===== config.mk =====
export PLATFORM = sky130hd
export DESIGN_NAME = mem_port_arbiter
export DESIGN_NICKNAME = d
export VERILOG_FILES = /design/src/rtl/mem_port_arbiter.sv
export SDC_FILE = /design/constraint.sdc
export NUM_CORES = 1
export LEC_CHECK = 0
export CORE_ASPECT_RATIO = 1.5
export CORE_MARGIN = 3
export CORE_UTILIZATION = 43
export CTS_BUF_LIST = sky130_fd_sc_hd__clkbuf_8
export DETAILED_ROUTE_END_ITERATION = 6
export PLACE_DENSITY = 0.85
export SYNTH_ARGS = -nofsm -noshare
export SYNTH_HDL_FRONTEND = slang
export SYNTH_SLANG_ARGS = --single-unit

===== constraint.sdc =====
create_clock -name clk -period 2.3 [get_ports clk]
set_input_delay 0.23 -clock clk [delete_from_list [all_inputs] [get_ports clk]]
set_output_delay 0.23 -clock clk [all_outputs]
set_load 0.02 [all_outputs]

===== src/rtl/mem_port_arbiter.sv =====
`default_nettype none
// +--------------------------------------------------------------------------+
// | Module   : mem_port_arbiter                                              |
// | Purpose  : Shares one single-ported memory between a CPU port (C) and a  |
// |            DMA port (D). Each winning request is latched, issued to the  |
// |            memory for one cycle, read data is captured after MEM_LAT     |
// |            cycles, and a one-cycle ack is returned to the winner. CPU    |
// |            has priority; a starvation counter forces a DMA win after     |
// |            STARVE_MAX consecutive losses.                                |
// | Ports    : clk, reset (async, active-low)                                |
// |            c_req/c_we/c_addr/c_wdata -> c_ack/c_rdata   (CPU port)       |
// |            d_req/d_we/d_addr/d_wdata -> d_ack/d_rdata   (DMA port)       |
// |            mem_re/mem_we/mem_addr/mem_wdata, mem_rdata  (memory side)    |
// |            busy (not IDLE), owner (0 = CPU, 1 = DMA)                     |
// | Revision : 1.0 - initial release                                         |
// +--------------------------------------------------------------------------+
module mem_port_arbiter #(
  parameter int ADDR_W     = 32,
  parameter int DATA_W     = 32,
  parameter int MEM_LAT    = 1,
  parameter int STARVE_MAX = 4
) (
  input  logic              clk,
  input  logic              reset,
  input  logic              c_req,
  input  logic              c_we,
  input  logic [ADDR_W-1:0] c_addr,
  input  logic [DATA_W-1:0] c_wdata,
  output logic              c_ack,
  output logic [DATA_W-1:0] c_rdata,
  input  logic              d_req,
  input  logic              d_we,
  input  logic [ADDR_W-1:0] d_addr,
  input  logic [DATA_W-1:0] d_wdata,
  output logic              d_ack,
  output logic [DATA_W-1:0] d_rdata,
  output logic              mem_re,
  output logic              mem_we,
  output logic [ADDR_W-1:0] mem_addr,
  output logic [DATA_W-1:0] mem_wdata,
  input  logic [DATA_W-1:0] mem_rdata,
  output logic              busy,
  output logic              owner
);

  localparam int SW = $clog2(STARVE_MAX + 1);
  // Latency counter runs 0..MEM_LAT-1 while in WAIT.
  localparam int LW = (MEM_LAT > 1) ? $clog2(MEM_LAT) : 1;
  localparam logic [SW-1:0] STARVE_LIM = SW'(STARVE_MAX);
  localparam logic [LW-1:0] LAT_LAST   = LW'(MEM_LAT - 1);

  typedef enum logic [1:0] {
    IDLE  = 2'd0,
    ISSUE = 2'd1,
    WAIT  = 2'd2,
    DONE  = 2'd3
  } state_t;

  state_t            state_q, state_d;
  logic              owner_q, owner_d;
  logic              we_q, we_d;
  logic [ADDR_W-1:0] mem_addr_q, mem_addr_d;
  logic [DATA_W-1:0] mem_wdata_q, mem_wdata_d;
  logic [DATA_W-1:0] c_rdata_q, c_rdata_d;
  logic [DATA_W-1:0] d_rdata_q, d_rdata_d;
  logic [SW-1:0]     starve_q, starve_d;
  logic [LW-1:0]     lat_q, lat_d;
  logic              d_wins;

  always_comb begin
    state_d     = state_q;
    owner_d     = owner_q;
    we_d        = we_q;
    mem_addr_d  = mem_addr_q;
    mem_wdata_d = mem_wdata_q;
    c_rdata_d   = c_rdata_q;
    d_rdata_d   = d_rdata_q;
    starve_d    = starve_q;
    lat_d       = lat_q;
    d_wins      = 1'b0;

    case (state_q)
      IDLE: begin
        // Contention goes to the CPU unless the DMA has lost STARVE_MAX times.
        if (c_req && d_req) d_wins = (starve_q == STARVE_LIM);
        else                d_wins = d_req;

        // Only a CPU win over a waiting DMA counts as a loss; every other
        // IDLE outcome (no request, DMA absent, DMA wins) clears the count.
        if (c_req && d_req && !d_wins) starve_d = starve_q + SW'(1);
        else                           starve_d = '0;

        if (c_req || d_req) begin
          owner_d     = d_wins;
          we_d        = d_wins ? d_we    : c_we;
          mem_addr_d  = d_wins ? d_addr  : c_addr;
          mem_wdata_d = d_wins ? d_wdata : c_wdata;
          state_d     = ISSUE;
        end
      end
      ISSUE: begin
        lat_d   = '0;
        state_d = we_q ? DONE : WAIT;
      end
      WAIT: begin
        if (lat_q == LAT_LAST) begin
          if (owner_q) d_rdata_d = mem_rdata;
          else         c_rdata_d = mem_rdata;
          state_d = DONE;
        end else begin
          lat_d = lat_q + LW'(1);
        end
      end
      DONE: begin
        state_d = IDLE;
      end
      default: begin
        state_d = IDLE;
      end
    endcase
  end

  always_ff @(posedge clk or negedge reset) begin
    if (!reset) begin
      state_q     <= IDLE;
      owner_q     <= 1'b0;
      we_q        <= 1'b0;
      mem_addr_q  <= '0;
      mem_wdata_q <= '0;
      c_rdata_q   <= '0;
      d_rdata_q   <= '0;
      starve_q    <= '0;
      lat_q       <= '0;
    end else begin
      state_q     <= state_d;
      owner_q     <= owner_d;
      we_q        <= we_d;
      mem_addr_q  <= mem_addr_d;
      mem_wdata_q <= mem_wdata_d;
      c_rdata_q   <= c_rdata_d;
      d_rdata_q   <= d_rdata_d;
      starve_q    <= starve_d;
      lat_q       <= lat_d;
    end
  end

  // Strobes, acks and busy decode from state only, so the asynchronous
  // state reset removes them immediately and no request input reaches them.
  assign mem_re    = (state_q == ISSUE) && !we_q;
  assign mem_we    = (state_q == ISSUE) &&  we_q;
  assign c_ack     = (state_q == DONE)  && !owner_q;
  assign d_ack     = (state_q == DONE)  &&  owner_q;
  assign busy      = (state_q != IDLE);
  assign owner     = owner_q;
  assign mem_addr  = mem_addr_q;
  assign mem_wdata = mem_wdata_q;
  assign c_rdata   = c_rdata_q;
  assign d_rdata   = d_rdata_q;

endmodule
`default_nettype wire


# Yosys cells after proc, flatten, opt, wreduce, memory -nomap -nowiden
# Cells that the tools add are included.
# op_classes
n_reduce_logical	17
add_sub_neg	2
muxes	12
n_eq_ne	6
bitwise_logic	2
# ops
operator	n
$mux W32	2
$pmux W2 S4	1
$logic_and A1 B1 Y1	6
$reduce_and A3 Y1	2
$mux W1	5
$eq A2 B2 Y1 const B	2
$mux W2	2
$ne A2 B2 Y1 const B	2
$reduce_and A2 Y1	2
$reduce_bool A2 Y1	2
$add A3 B1 Y3 const B	1
$eq A3 B3 Y1 const B	1
$logic_not A1 Y1	3
$mux W3	1
$eq A2 B1 Y1 const B	1
$logic_not A2 Y1	1
$not A1 Y1	2
$pmux W1 S2	1
$add A1 B1 Y1 const B	1
$logic_or A1 B1 Y1	1
# totals
in_bits	166
reg_bits	136
elab_cells	48
output_inout_bits	134

# Depth between registers and ports, before layout
# logic_depth
word_depth	6
ltp_mapped	7
depth_no_buf	5

# Worst setup path after synthesis
# OpenSTA, ideal clock, no wires.
# synth_path
kind	register -> register
startpoint	register state_q[0]
endpoint	register c_rdata_q[10] (netlist: c_rdata[10])
path_slack_ns	0.705
synth_period_minus_slack_ns	1.595
arrival_ns	1.471
setup_ns	0.125
path_stages_with_launch	7
path_cell_list	dfrtp_1 > inv_1 > ha_1 > nor2b_1 > clkbuf_1 > buf_2 > mux2_2
# synth_between
elab_chain_cells	2
# synth_rtl
element	line	rtl
from (decl)	59	state_t state_q, state_d;
from (signal assigned)	135	state_q <= state_d;
$eq A2 B2 Y1	82	case (state_q)
$reduce_and A3 Y1 (no line)	--	
to (signal assigned)	140	c_rdata_q <= c_rdata_d;
to (decl)	64	logic [DATA_W-1:0] c_rdata_q, c_rdata_d;
# No other way between the ends.
# A chain may end at the register's enable or synchronous reset.

# Worst setup path after layout
# layout_path
startpoint	register state_q[1]
endpoint	output mem_re
# layout_between
elab_chain_cells	2
# layout_rtl
element	line	rtl
$eq A2 B1 Y1	149	assign mem_re = (state_q == ISSUE) && !we_q;
$logic_and A1 B1 Y1	149	
to (decl)	37	output logic mem_re,
# No other way between the ends.

==> flow_summary.html <==
<table>
<tr><th>Metric</th><th>Value</th></tr>
<tr><th colspan="2">Pwr</th></tr>
<tr><td>Static Leakage</td><td>3.79 nW</td></tr>
<tr><td>Worst vdd ir</td><td>0.712 mV</td></tr>
<tr><td>Pwr per Cell Area</td><td>1430 nW/µm²</td></tr>
<tr><td>Sum of internal, switching and leakage power</td><td>13.5 mW</td></tr>
<tr><th colspan="2">Timing</th></tr>
<tr><td>Unrepaired setup endpoints after global routing</td><td>false</td></tr>
<tr><td>Final max-slew violation count</td><td>0</td></tr>
<tr><td>Total negative setup slack</td><td>0 ns</td></tr>
<tr><td>Number of hold violations in the final report</td><td>0</td></tr>
<tr><td>Worst-Margin Slew</td><td>0.722 ns</td></tr>
<tr><td>Tmin final</td><td>2.19 ns</td></tr>
<tr><td>Hold slack</td><td>0.309 ns</td></tr>
<tr><td>Highest clock frequency the design can meet</td><td>458 MHz</td></tr>
<tr><td>Worst Clk Skew</td><td>0.0122 ns</td></tr>
<tr><td>Tcrit/Tclk final</td><td>0.950</td></tr>
<tr><td>Slew margin rel.</td><td>0.519</td></tr>
<tr><td># setup viols final</td><td>0</td></tr>
<tr><th colspan="2">Logic synthesis</th></tr>
<tr><td>Proportion of netlist area held by the largest area contributor</td><td>0.563</td></tr>
<tr><td>Post-synth top flop</td><td>dfrtp_1</td></tr>
<tr><td>Leading cell types by total area after synthesis</td><td>dfrtp_1 (56%), mux2_2 (12%), nand2_1 (8.3%)</td></tr>
<tr><td>Most numerous cell in the Yosys netlist</td><td>dfrtp_1</td></tr>
<tr><td>Number of synthesized flops with an enable pin</td><td>0</td></tr>
<tr><td>Seq cells post-synth</td><td>135</td></tr>
<tr><td>Share of synthesized area occupied by flip-flops and latches</td><td>0.563</td></tr>
<tr><td>Cell area after synthesis</td><td>6000 µm²</td></tr>
<tr><td>Post-synthesis area per instance</td><td>11.0 µm²</td></tr>
<tr><td>Count of synthesis-stage warnings from yosys</td><td>0</td></tr>
<tr><td>Library cell with the largest summed area after synthesis</td><td>dfrtp_1</td></tr>
<tr><td>Most instantiated cells after synthesis</td><td>dfrtp_1 (135), nand2_1 (132), nand4_1 (67)</td></tr>
<tr><td>Share of flip-flops with an asynchronous set or reset</td><td>1.00</td></tr>
<tr><td>Distinct cell type count after synthesis</td><td>21</td></tr>
<tr><td>Number of instances in the synthesized netlist</td><td>548</td></tr>
<tr><td>Syn_nets</td><td>720</td></tr>
<tr><th colspan="2">Worst setup path</th></tr>
<tr><td>Worst r2r src</td><td>starve_q[0]</td></tr>
<tr><td>Reg2Reg Depth</td><td>5</td></tr>
<tr><td>Register-to-register path setup slack</td><td>0.47 ns</td></tr>
<tr><td>Launch point of the worst path</td><td>state_q[1]</td></tr>
<tr><td>Type of the setup path with the least slack</td><td>reg2out</td></tr>
<tr><td>Required time of the critical path</td><td>2.07 ns</td></tr>
<tr><td>Critical-path maximum fanout</td><td>4</td></tr>
<tr><td>Capturing element type of the critical path</td><td>primary output</td></tr>
<tr><td>Reg-to-reg critical path endpoint</td><td>mem_addr[16]</td></tr>
<tr><td>Arrival time of data at the critical path endpoint</td><td>1.96 ns</td></tr>
<tr><td>Critical path launch point type</td><td>register</td></tr>
<tr><th colspan="2">Finish</th></tr>
<tr><td>Filler cell count in the final layout</td><td>975</td></tr>
<tr><td>Antenna cells</td><td>0</td></tr>
<tr><td>Ratio of cells with drive above 1 in the final layout</td><td>0.139</td></tr>
<tr><td>Syn-to-layout area delta</td><td>58.0%</td></tr>
<tr><td>Layout net count</td><td>1002</td></tr>
<tr><td>Storage cell area</td><td>3380 µm²</td></tr>
<tr><td>Area used by multi-input combinational logic</td><td>2360 µm²</td></tr>
<tr><th colspan="2">Drt</th></tr>
<tr><td>First-pass DRT Iterations</td><td>5</td></tr>
<tr><td>Detailed-route wire length</td><td>21000 µm</td></tr>
<tr><td>Number of nets with antenna violations after detailed routing</td><td>0</td></tr>
<tr><td>Average wire length per cell after detail routing</td><td>20.9 µm</td></tr>
<tr><td>Number of DRC markers in iteration 0</td><td>312</td></tr>
<tr><td>Via density per instance</td><td>5.65</td></tr>
<tr><td>Vias</td><td>5675</td></tr>
<tr><td>Post-route DRC violation count</td><td>0</td></tr>
<tr><th colspan="2">Die</th></tr>
<tr><td>Die area</td><td>15400 µm²</td></tr>
<tr><td>Number of top-level pins</td><td>300</td></tr>
<tr><td>Die Wd</td><td>102 µm</td></tr>
<tr><td>Cell Rows</td><td>52</td></tr>
<tr><td>Initial cell density of the core</td><td>0.442</td></tr>
<tr><td>Standard cell core area</td><td>13600 µm²</td></tr>
<tr><td>Height of the chip</td><td>151 µm</td></tr>
<tr><th colspan="2">CTS</th></tr>
<tr><td>Buffer levels on the longest clock path</td><td>2</td></tr>
<tr><td>TritonCTS sink count</td><td>135</td></tr>
<tr><td>Cts bufs inserted</td><td>17</td></tr>
<tr><td>Clock insertion delay at the later pin of the skew report</td><td>0.43 ns</td></tr>
<tr><td>Clock tree from TritonCTS</td><td>built</td></tr>
<tr><td>Post-CTS setup buffer count</td><td>0</td></tr>
<tr><td>Number of H-tree branching levels</td><td>4</td></tr>
<tr><td>Cell at the root of the clock tree</td><td>clkbuf_8</td></tr>
<tr><td>Clock Pin Slew Worst Setup and Hold Paths</td><td>0.08 ns</td></tr>
<tr><th colspan="2">Global routing</th></tr>
<tr><td>Pin count of the biggest net entering global routing</td><td>69</td></tr>
<tr><td>Wire length of the first global-routing pass</td><td>31700 µm</td></tr>
<tr><td>Global route total overflow</td><td>0</td></tr>
<tr><td>Via count of the first global-routing pass</td><td>5823</td></tr>
<tr><td>Number of antenna violations at the first check in global routing</td><td>0</td></tr>
<tr><td>Total global routing track utilization</td><td>0.267</td></tr>
<tr><th colspan="2">Min path</th></tr>
<tr><td>Worst Hold End</td><td>state_q[1]</td></tr>
<tr><td>Worst Min Path Start</td><td>d_req</td></tr>
<tr><td>Worst hold-check path type</td><td>in2reg</td></tr>
<tr><td>Worst hold path depth</td><td>3</td></tr>
<tr><th colspan="2">Place</th></tr>
<tr><td>IO Port Bufs</td><td>299</td></tr>
<tr><td>Detailed-placement wirelength estimate</td><td>15300 µm</td></tr>
<tr><td>Placer's final routability congestion estimate</td><td>0.884</td></tr>
<tr><th colspan="2">Run status</th></tr>
<tr><td>Result of the run</td><td>completed</td></tr>
<tr><th colspan="2">Run</th></tr>
<tr><td>Max-cap check violation count</td><td>0</td></tr>
</table>
-- cell usage in the layout, fill, tap and decap left out --
master | Yosys | final
dlygate4sd3_1 | 0 | 1
dfrtp_1 | 135 | 135
ha_1 | 6 | 5
a21boi_0 | 1 | 1
and2_4 | 1 | 1
o21ai_0 | 8 | 7
o211ai_1 | 66 | 66
nor2b_1 | 4 | 3
buf_12 | 0 | 3
ha_2 | 0 | 1
nor2b_2 | 0 | 1
or3b_2 | 1 | 1
a21bo_2 | 1 | 1
o21a_2 | 0 | 1
o21ai_4 | 0 | 1
and3b_1 | 1 | 1
nand4_1 | 67 | 67
clkdlybuf4s50_1 | 0 | 297
nand2_1 | 132 | 132
inv_6 | 0 | 5
bufinv_16 | 0 | 1
inv_1 | 6 | 7
clkbuf_8 | 0 | 17
inv_8 | 0 | 2
mux2_1 | 2 | 2
and2_1 | 2 | 2
buf_6 | 5 | 1
clkinvlp_4 | 0 | 6
buf_2 | 23 | 1
mux2_2 | 63 | 63
buf_4 | 0 | 11
-- what timing repair did --
item,4_1_cts,5_1_grt
resized for setup,0,0
hold buffers,1,0
endpoints found under the hold margin,66,0
endpoints found under the setup margin,0,0
-- stage by stage --
| step | utilization | cell area (µm²) | setup slack [ns] | cells |
|---|---|---|---|---|
| 2_1_floorplan | - | 6000 | 0.705 | 548 |
| 5_1_grt | 0.698 | 9490 | 0.0361 | 1005 |
| 6_report | 0.698 | 9490 | 0.114 | 1005 |
| 3_3_place_gp | 0.669 | 9100 | 0.373 | 972 |
| 4_1_cts | 0.698 | 9490 | 0.0969 | 1005 |
| 3_5_place_dp | 0.669 | 9100 | 0.274 | 972 |
-- cell families after synthesis --
family                   count (synthesis)  share of synthesized area
AND/OR/NAND/NOR                        208                      0.163
adder cells (fa/ha/maj)                  6                     0.0125
AO/OA/AOI/OAI                           77                     0.0934
multiplexers                            65                      0.122
buffers and inverters                   57                     0.0467
flip-flops                             135                      0.563
-- state kept, by name, indices dropped and copies added, names as in the netlist --
signal and cells:
state_q 2, owner 1, c_rdata 32, starve_q 3, mem_addr 32, mem_wdata 32, d_rdata 32, we_q 1
-- worst max-delay path, cell delays in order (launching register included) --
cell,delay (ns)
dfrtp_1,0.42
inv_1,0.12
ha_1,0.18
nor2b_1,0.18
clkdlybuf4s50_1,0.63
-- per-layer routing --
layer  global-route usage  vias up  share of wire
li1                     -     2531              -
met5                    0        -        0.00029
met3               0.0686       49          0.083
met4               0.0952        2          0.032
met2                0.484      290           0.53
met1                0.295     2803           0.35
-- worst max-delay path by stage --
stage	depth (start not counted)	to
final	4	mem_re
after floorplan	6	c_rdata[10]
after CTS	4	mem_re
after detailed placement	4	mem_wdata[11]
after global routing	4	mem_re
after global placement	4	mem_addr[10]
-- power by group --
group / internal [mW] / switching (mW) / total (mW)
Combinational: 3.53 / 3.80 / 7.33
Clock: 0.880 / 1.02 / 1.90
Sequential: 3.58 / 0.722 / 4.30
Total: 7.99 / 5.55 / 13.5
-- area by class of cell --
type	count	area share
clock buffer	17	0.0247
timing repair buffer	314	0.331
tap	162	0.0214
sequential	135	0.356
inverter	6	0.00237
multi-input combinational	356	0.249
clock inverter	15	0.0153
Note: power is estimated with default switching activity, not from simulation.
